`config.mk`:
```
export PLATFORM = sky130hd
export DESIGN_NAME = dff_pipe
export DESIGN_NICKNAME = d
export VERILOG_FILES = /design/src/rtl/dff_pipe_pkg.sv /design/src/rtl/dff_pipe_stage.sv /design/src/rtl/dff_pipe.sv
export SDC_FILE = /design/constraint.sdc
export NUM_CORES = 1
export LEC_CHECK = 0
export CAP_MARGIN = 40
export CORE_UTILIZATION = 47
export CTS_BUF_LIST = sky130_fd_sc_hd__clkbuf_8
export CTS_CLUSTER_DIAMETER = 60
export DETAILED_ROUTE_END_ITERATION = 16
export PLACE_DENSITY = 0.87
export SLEW_MARGIN = 10
export SYNTH_ARGS = -nofsm -noshare
export SYNTH_HDL_FRONTEND = slang
export SYNTH_SLANG_ARGS = --single-unit
export TNS_END_PERCENT = 30
```
`constraint.sdc`:
```
create_clock -name clk -period 2.7 [get_ports clk]
set_clock_uncertainty 0.15 [all_clocks]
set_input_delay 0.675 -clock clk [delete_from_list [all_inputs] [get_ports clk]]
set_output_delay 0.675 -clock clk [all_outputs]
set_load 0.02 [all_outputs]
```
`src/rtl/dff_pipe_pkg.sv`:
```
// Shared constants and helpers for the dff_pipe elastic register pipeline.
package dff_pipe_pkg;

  localparam int DEFAULT_WIDTH = 8;
  localparam int DEFAULT_DEPTH = 4;

  // Bits needed to count 0..depth valid stages.
  function automatic int occ_width(input int depth);
    return (depth < 1) ? 1 : $clog2(depth + 1);
  endfunction

endpackage

```
`src/rtl/dff_pipe_stage.sv`:
```
// One pipeline stage: a valid flag plus a data register that only changes on load.
module dff_pipe_stage
  import dff_pipe_pkg::*;
#(
  parameter int               WIDTH     = DEFAULT_WIDTH,
  parameter logic [WIDTH-1:0] RESET_VAL = '0
) (
  input  logic             clk,
  input  logic             reset,
  input  logic             load,
  input  logic             clear,
  input  logic [WIDTH-1:0] load_data,
  output logic             valid,
  output logic [WIDTH-1:0] data
);

  logic             valid_reg;
  logic [WIDTH-1:0] data_reg;

  // A load wins over a clear so a stage that hands off and refills stays valid.
  always_ff @(posedge clk) begin
    if (reset) begin
      valid_reg <= 1'b0;
      data_reg  <= RESET_VAL;
    end else if (load) begin
      valid_reg <= 1'b1;
      data_reg  <= load_data;
    end else if (clear) begin
      valid_reg <= 1'b0;
    end
  end

  assign valid = valid_reg;
  assign data  = data_reg;

endmodule

```
`src/rtl/dff_pipe.sv`:
```
// Elastic valid/ready register pipeline with bubble collapse, flush and occupancy count.
module dff_pipe
  import dff_pipe_pkg::*;
#(
  parameter int               WIDTH     = DEFAULT_WIDTH,
  parameter int               DEPTH     = DEFAULT_DEPTH,
  parameter logic [WIDTH-1:0] RESET_VAL = '0
) (
  input  logic                           clk,
  input  logic                           reset,
  input  logic                           flush,
  input  logic                           in_valid,
  output logic                           in_ready,
  input  logic [WIDTH-1:0]               in_data,
  output logic                           out_valid,
  input  logic                           out_ready,
  output logic [WIDTH-1:0]               out_data,
  output logic [WIDTH-1:0]               out_data_n,
  output logic [occ_width(DEPTH)-1:0]    occupancy
);

  localparam int OCC_W = occ_width(DEPTH);

  logic [DEPTH-1:0] valid;
  logic [DEPTH-1:0] adv;
  logic [DEPTH-1:0] load;
  logic [DEPTH-1:0] clear;
  logic [WIDTH-1:0] data     [DEPTH];
  logic [WIDTH-1:0] stage_in [DEPTH];
  logic             in_fire;
  logic             out_fire;
  logic [OCC_W-1:0] occ_reg;
  logic [OCC_W-1:0] occ_next;

  // Ready chain runs from the output back toward stage 0 so bubbles collapse.
  always_comb begin
    adv = '0;
    adv[DEPTH-1] = valid[DEPTH-1] & out_ready & ~reset;
    for (int i = DEPTH - 2; i >= 0; i--) begin
      adv[i] = valid[i] & (~valid[i+1] | adv[i+1]);
    end
  end

  assign in_ready = (~valid[0] | adv[0]) & ~flush & ~reset;
  assign in_fire  = in_valid & in_ready;
  assign out_fire = adv[DEPTH-1];

  genvar gi;
  generate
    for (gi = 0; gi < DEPTH; gi++) begin : g_stage
      if (gi == 0) begin : g_head
        assign load[gi]     = in_fire & ~flush;
        assign stage_in[gi] = in_data;
      end else begin : g_body
        assign load[gi]     = adv[gi-1] & ~flush;
        assign stage_in[gi] = data[gi-1];
      end

      assign clear[gi] = flush | adv[gi];

      dff_pipe_stage #(
        .WIDTH     (WIDTH),
        .RESET_VAL (RESET_VAL)
      ) u_stage (
        .clk       (clk),
        .reset     (reset),
        .load      (load[gi]),
        .clear     (clear[gi]),
        .load_data (stage_in[gi]),
        .valid     (valid[gi]),
        .data      (data[gi])
      );
    end
  endgenerate

  // Tracking pushes and pops gives the same count as summing the valid bits.
  always_comb begin
    occ_next = occ_reg;
    if (flush) begin
      occ_next = '0;
    end else begin
      occ_next = occ_reg + OCC_W'(in_fire) - OCC_W'(out_fire);
    end
  end

  always_ff @(posedge clk) begin
    if (reset) begin
      occ_reg <= '0;
    end else begin
      occ_reg <= occ_next;
    end
  end

  assign out_valid  = valid[DEPTH-1] & ~reset;
  assign out_data   = reset ? RESET_VAL : data[DEPTH-1];
  assign out_data_n = ~out_data;
  assign occupancy  = occ_reg;

endmodule

```
Yosys cells after proc, flatten, opt, wreduce, memory -nomap -nowiden
Index checks and enable logic that the tools add are counted.
Storage, ports and cells
  flip-flop bits (word level): 39
  bits of input ports: 13
  word-level logic and storage cells: 53
  output and inout bits: 21
Operators by class
  muxes and demuxes: 9
  reduce and logical (&&, ||, !) cells: 5
  add/subtract/negate cells: 2
  bitwise operators: 28
Operators with widths (count)
  $and 1x1->1: 13
  $mux 1: 8
  $mux 8: 1
  $not 8->8: 1
  $or 1x1->1: 8
  $reduce_bool 2->1: 4
  $not 1->1: 6
  $add 3x1->3: 1
  $sub 3x1->3: 1
  $reduce_or 2->1: 1

Longest topological paths before layout
  depth after elaboration: 14
  gate-level depth with buffers: 13
  mapped depth without buffers: 12

By module
A second synthesis with hierarchy kept.
Unflattened totals
  cells, all modules: 172
  area total of the unflattened synthesis: 1661.6 µm²
Modules (own cells, without submodules)
  dff_pipe_stage: seq. area each 180.2 µm², cells each 30, times used 4, area each 321.6 µm²
  dff_pipe: seq. area each 60.1 µm², cells each 52, times used 1, area each 375.4 µm²

Worst setup path before layout
Ideal clock, no wire load.
  kind: input to register
  start: input port out_ready
  end: register occ_reg[2] (netlist: occupancy[2])
  buffers on the path: 1
  stages on the path: 13
  data required time: 2420 ps
  arrival time: 2838 ps
  setup time: 130 ps
  setup slack: -418 ps
  cell sequence: nor2b_1 buf_6 nor3_1 nor3_1 nand2_1 ha_1 inv_1 ha_1 inv_1 fa_1 xor2_1 xnor2_1 nor3_1
On the way
  longest elaborated chain between the ends: 14
RTL lines
  from (decl): RTL line dff_pipe.sv:16  | input logic out_ready,
  $and 1x1->1 (2 in series): RTL line dff_pipe.sv:38  | adv[DEPTH-1] = valid[DEPTH-1] & out_ready & ~reset;
  $or 1x1->1: RTL line dff_pipe.sv:40  | adv[i] = valid[i] & (~valid[i+1] | adv[i+1]);
  $and 1x1->1: RTL line dff_pipe.sv:40
  $or 1x1->1: RTL line dff_pipe.sv:40
  $and 1x1->1: RTL line dff_pipe.sv:40
  $or 1x1->1: RTL line dff_pipe.sv:40
  $and 1x1->1: RTL line dff_pipe.sv:40
  $or 1x1->1: RTL line dff_pipe.sv:44  | assign in_ready = (~valid[0] | adv[0]) & ~flush & ~reset;
  $and 1x1->1 (2 in series): RTL line dff_pipe.sv:44
  via in_ready: RTL line dff_pipe.sv:13  | output logic in_ready,
  $and 1x1->1: RTL line dff_pipe.sv:45  | assign in_fire = in_valid & in_ready;
  $add 3x1->3: RTL line dff_pipe.sv:82  | occ_next = occ_reg + OCC_W'(in_fire) - OCC_W'(out_fire);
  $sub 3x1->3: RTL line dff_pipe.sv:82
  to (signal assigned): RTL line dff_pipe.sv:90  | occ_reg <= occ_next;
  to (decl): RTL line dff_pipe.sv:32  | logic [OCC_W-1:0] occ_reg;
The timed path passes the listed nets, and every way through them passes these cells.
A chain may end at the register's enable or synchronous reset.

Final worst setup path
  start: input port out_ready
  end: output port in_ready
On the way
  longest elaborated chain between the ends: 11
RTL lines (RTL line)
  $and 1x1->1 (2 in series): dff_pipe.sv:38
  $or 1x1->1: dff_pipe.sv:40
  $and 1x1->1: dff_pipe.sv:40
  $or 1x1->1: dff_pipe.sv:40
  $and 1x1->1: dff_pipe.sv:40
  $or 1x1->1: dff_pipe.sv:40
  $and 1x1->1: dff_pipe.sv:40
  $or 1x1->1: dff_pipe.sv:44
  $and 1x1->1 (2 in series): dff_pipe.sv:44
  to (decl): dff_pipe.sv:13
No other way between the ends.

==> run_results.csv <==
group,metric,value,unit
status,outcome,"complete, no violations",
synthesis,synth_edf_count,0,
clock_network,cts.clk_slew.worst_paths,70,ps
timing,slew_violations,0,
worst_setup_path,worstSetupEndpoint,"in_ready",
synthesis,synth_top_area_share,49.3,%
global_route,antenna_found_initial,0,
timing,rsz0062_at_grt,"no",
worst_setup_path,cp.arrival,1840,ps
floorplanning,floorplan.core_area,3130,sq um
cells_and_area,finalNetCount,222,
clock_network,htreeDepth,2,
timing,finalCritPeriodShare,98.7,%
worst_setup_path,crit_fanout,2,
routing,drtAntennaViolNets,0,
global_route,grt_use_total,21.3,%
cells_and_area,final_design_area_no_fill,2140,sq um
synthesis,synthCells,162,
clock_network,root_buffer,"clkbuf_8",
power,ir_drop,0.000281,V
global_route,grt_pass1_wl,5330,microns
timing,min_period,2660,ps
power,powerDensity,507,nW/um^2
synthesis,yosysMostFrequentCell,"dfxtp_1",
cells_and_area,largest_reg_flops,32,
timing,setup_viol,0,
placed_design,place.gp.congestion,0.856,
worst_setup_path,rr_worst_depth,12,
floorplanning,die_y,60.1,microns
cells_and_area,nFillCells,232,
worst_setup_path,r2r_start,"g_stage[3].u_stage.valid",
routing,drc,0,
worst_setup_path,crit_chain,"dlygate4sd2_1, nor2b_4, nor3_4, nor3_4, buf_4, dlygate4sd2_1",
cells_and_area,diodes,0,
synthesis,syn_nets,178,
timing,worst_pin_slew,487,ps
timing,relSlewSlack,67.5,%
floorplanning,fp-row-count,20,
synthesis,synth-seq-cells,39,
routing,wl_per_cell,13.3,microns
synthesis,avgSynthCellArea,9.78,sq um
routing,dr.pass1.iters,4,
worst_setup_path,worstReg2RegEnd,"occupancy[2]",
synthesis,async_flop_share,0,%
flow_run,maxCapViolCount,0,
placed_design,placed_cell_area,2030,sq um
clock_network,clock_latency,290,ps
routing,drt_wl_total,3350,microns
timing,hold_violations,0,
cells_and_area,area.growth.synth_to_final,35.3,%
timing,max_freq,375,MHz
routing,vias,1246,
worst_setup_path,required,1880,ps
routing,viasPerCell,4.96,
global_route,grt_pass1_vias,1202,
synthesis,synth_area_leader_cell,"dfxtp_1",
worst_setup_path,crit_slowest_cell,"dlygate4sd2_1",
floorplanning,io_pins,34,
worst_setup_path,startpoint,"out_ready",
global_route,grt_overflow,0,
power,p_total,1.09,mW
clock_network,clockBufferDepth,2,
global_route,grt_max_degree,21,
synthesis,synth_area_leaders,"dfxtp_1 (49%), mux2i_1 (20%), nor2_1 (8.5%)",
clock_network,cts_buffers,5,
synthesis,yosysSeqAreaShare,49.3,%
routing,drt_iter0_markers,25,
floorplanning,die_x,60.1,microns
floorplanning,initial_core_util,50.6,%
synthesis,synth_ff_type,"dfxtp_1",
power,power_leakage,1.01,nW
synthesis,synthTopCellsByCount,"dfxtp_1 (39), nor2_1 (36), mux2i_1 (32)",
placed_design,dp_hpwl,2460,microns
synthesis,synth_cell_type_count,22,
worst_setup_path,start_kind,"primary input",
worst_hold_path,hold_path_class,"flip-flop to flip-flop",
synthesis,ys_warn_count,0,
synthesis,synth_area,1580,sq um
clock_network,cts_tree,"done",
worst_setup_path,regToRegSetupSlack,220,ps
worst_setup_path,end_kind,"output port",
floorplanning,die_area,3610,sq um
worst_setup_path,critPathKind,"primary input to output port",
worst_setup_path,crit_path_max_incr_delay,360,ps
placed_design,port_buffers,33,
cells_and_area,layout-drive-gt1-share,13.5,%
clock_network,cts_sinks,39,
## layout by cell type, fill, tap and decap left out
master	instances
o311ai_4	1
clkbuf_2	1
xor2_1	1
buf_6	2
xnor2_1	1
o211a_1	1
nor2b_4	1
clkbuf_8	7
inv_2	1
ha_4	1
clkdlybuf4s50_1	13
dfxtp_1	39
nor3_1	5
and2_1	1
dlygate4sd2_1	19
mux2i_1	32
buf_4	10
inv_1	14
nand2_1	3
o311a_1	1
a21oi_1	2
fa_2	1
ha_1	1
nor2_1	36
o21a_1	2
o211ai_2	1
nor3_4	2
nand2b_1	8
## final cells by class
class	instances	area [sq um]	share of cell area (%)
sequential	39	781	36.4
multi-input combinational	101	756	35.3
timing repair buffer	45	399	18.6
clock buffer	7	96.3	4.50
tap	44	55.1	2.57
inverter	14	52.6	2.45
clock inverter	1	3.75	0.175
## worst max-delay path, delay by kind of cell
| kind | cells | cell delay [ps] |
|---|---|---|
| buffers and inverters | 3 | 700 |
| AND/OR/NAND/NOR | 3 | 450 |
## through the flow
step	util [%]	setup slack, ps	std cells	hold WS (ps)	setup TNS, ps
6_report	68.5	35.7	251	352	0
3_5_place_dp	65.0	-612	241	334	-6650
5_1_grt	68.5	7.94	251	378	0
3_3_place_gp	65.0	-441	241	322	-5860
4_1_cts	68.2	11.8	251	353	0
2_1_floorplan	-	-132	162	310	-132
## layer usage
layer	vias up	GRT usage [%]	routed length, microns
met3	9	8.23	170
li1	615	-	-
met5	-	0	0
met4	0	12.0	87
met2	37	36.0	1670
met1	585	22.6	1420
## worst min-delay path by stage
stage	cells past startpoint	slack, ps	start	end
2_1_floorplan	2	310	g_stage[1].u_stage.data[0]	g_stage[1].u_stage.data[0]
3_3_place_gp	2	320	g_stage[0].u_stage.data[5]	g_stage[1].u_stage.data[5]
3_5_place_dp	2	330	g_stage[3].u_stage.data[2]	g_stage[3].u_stage.data[2]
4_1_cts	2	350	g_stage[2].u_stage.data[2]	g_stage[3].u_stage.data[2]
5_1_grt	2	380	g_stage[3].u_stage.data[4]	g_stage[3].u_stage.data[4]
6_report	2	350	g_stage[3].u_stage.data[0]	g_stage[3].u_stage.data[0]
## where the power goes
part	switching [mW]	internal (mW)
combinational	0.0384	0.0437
clock	0.187	0.229
sequential	0.00490	0.583
## what timing repair did
action,4_1_cts,5_1_grt
resized for setup,23,4
endpoints found under the hold margin,0,0
pin swaps,6,3
hold buffers,0,0
setup buffers,2,0
setup endpoints to repair,20,1
## cells by family after synthesis
| logic type | synth area share (%) |
|---|---|
| AOI/OAI and AO/OA | 5.29 |
| adders and majority gates | 2.84 |
| buffers and inverters | 5.85 |
| DFF | 49.3 |
| muxes | 20.2 |
| and+or+nand+nor | 15.4 |
| xor gates and xnor gates | 1.11 |
No activity file was read; power rests on OpenSTA's default activity.
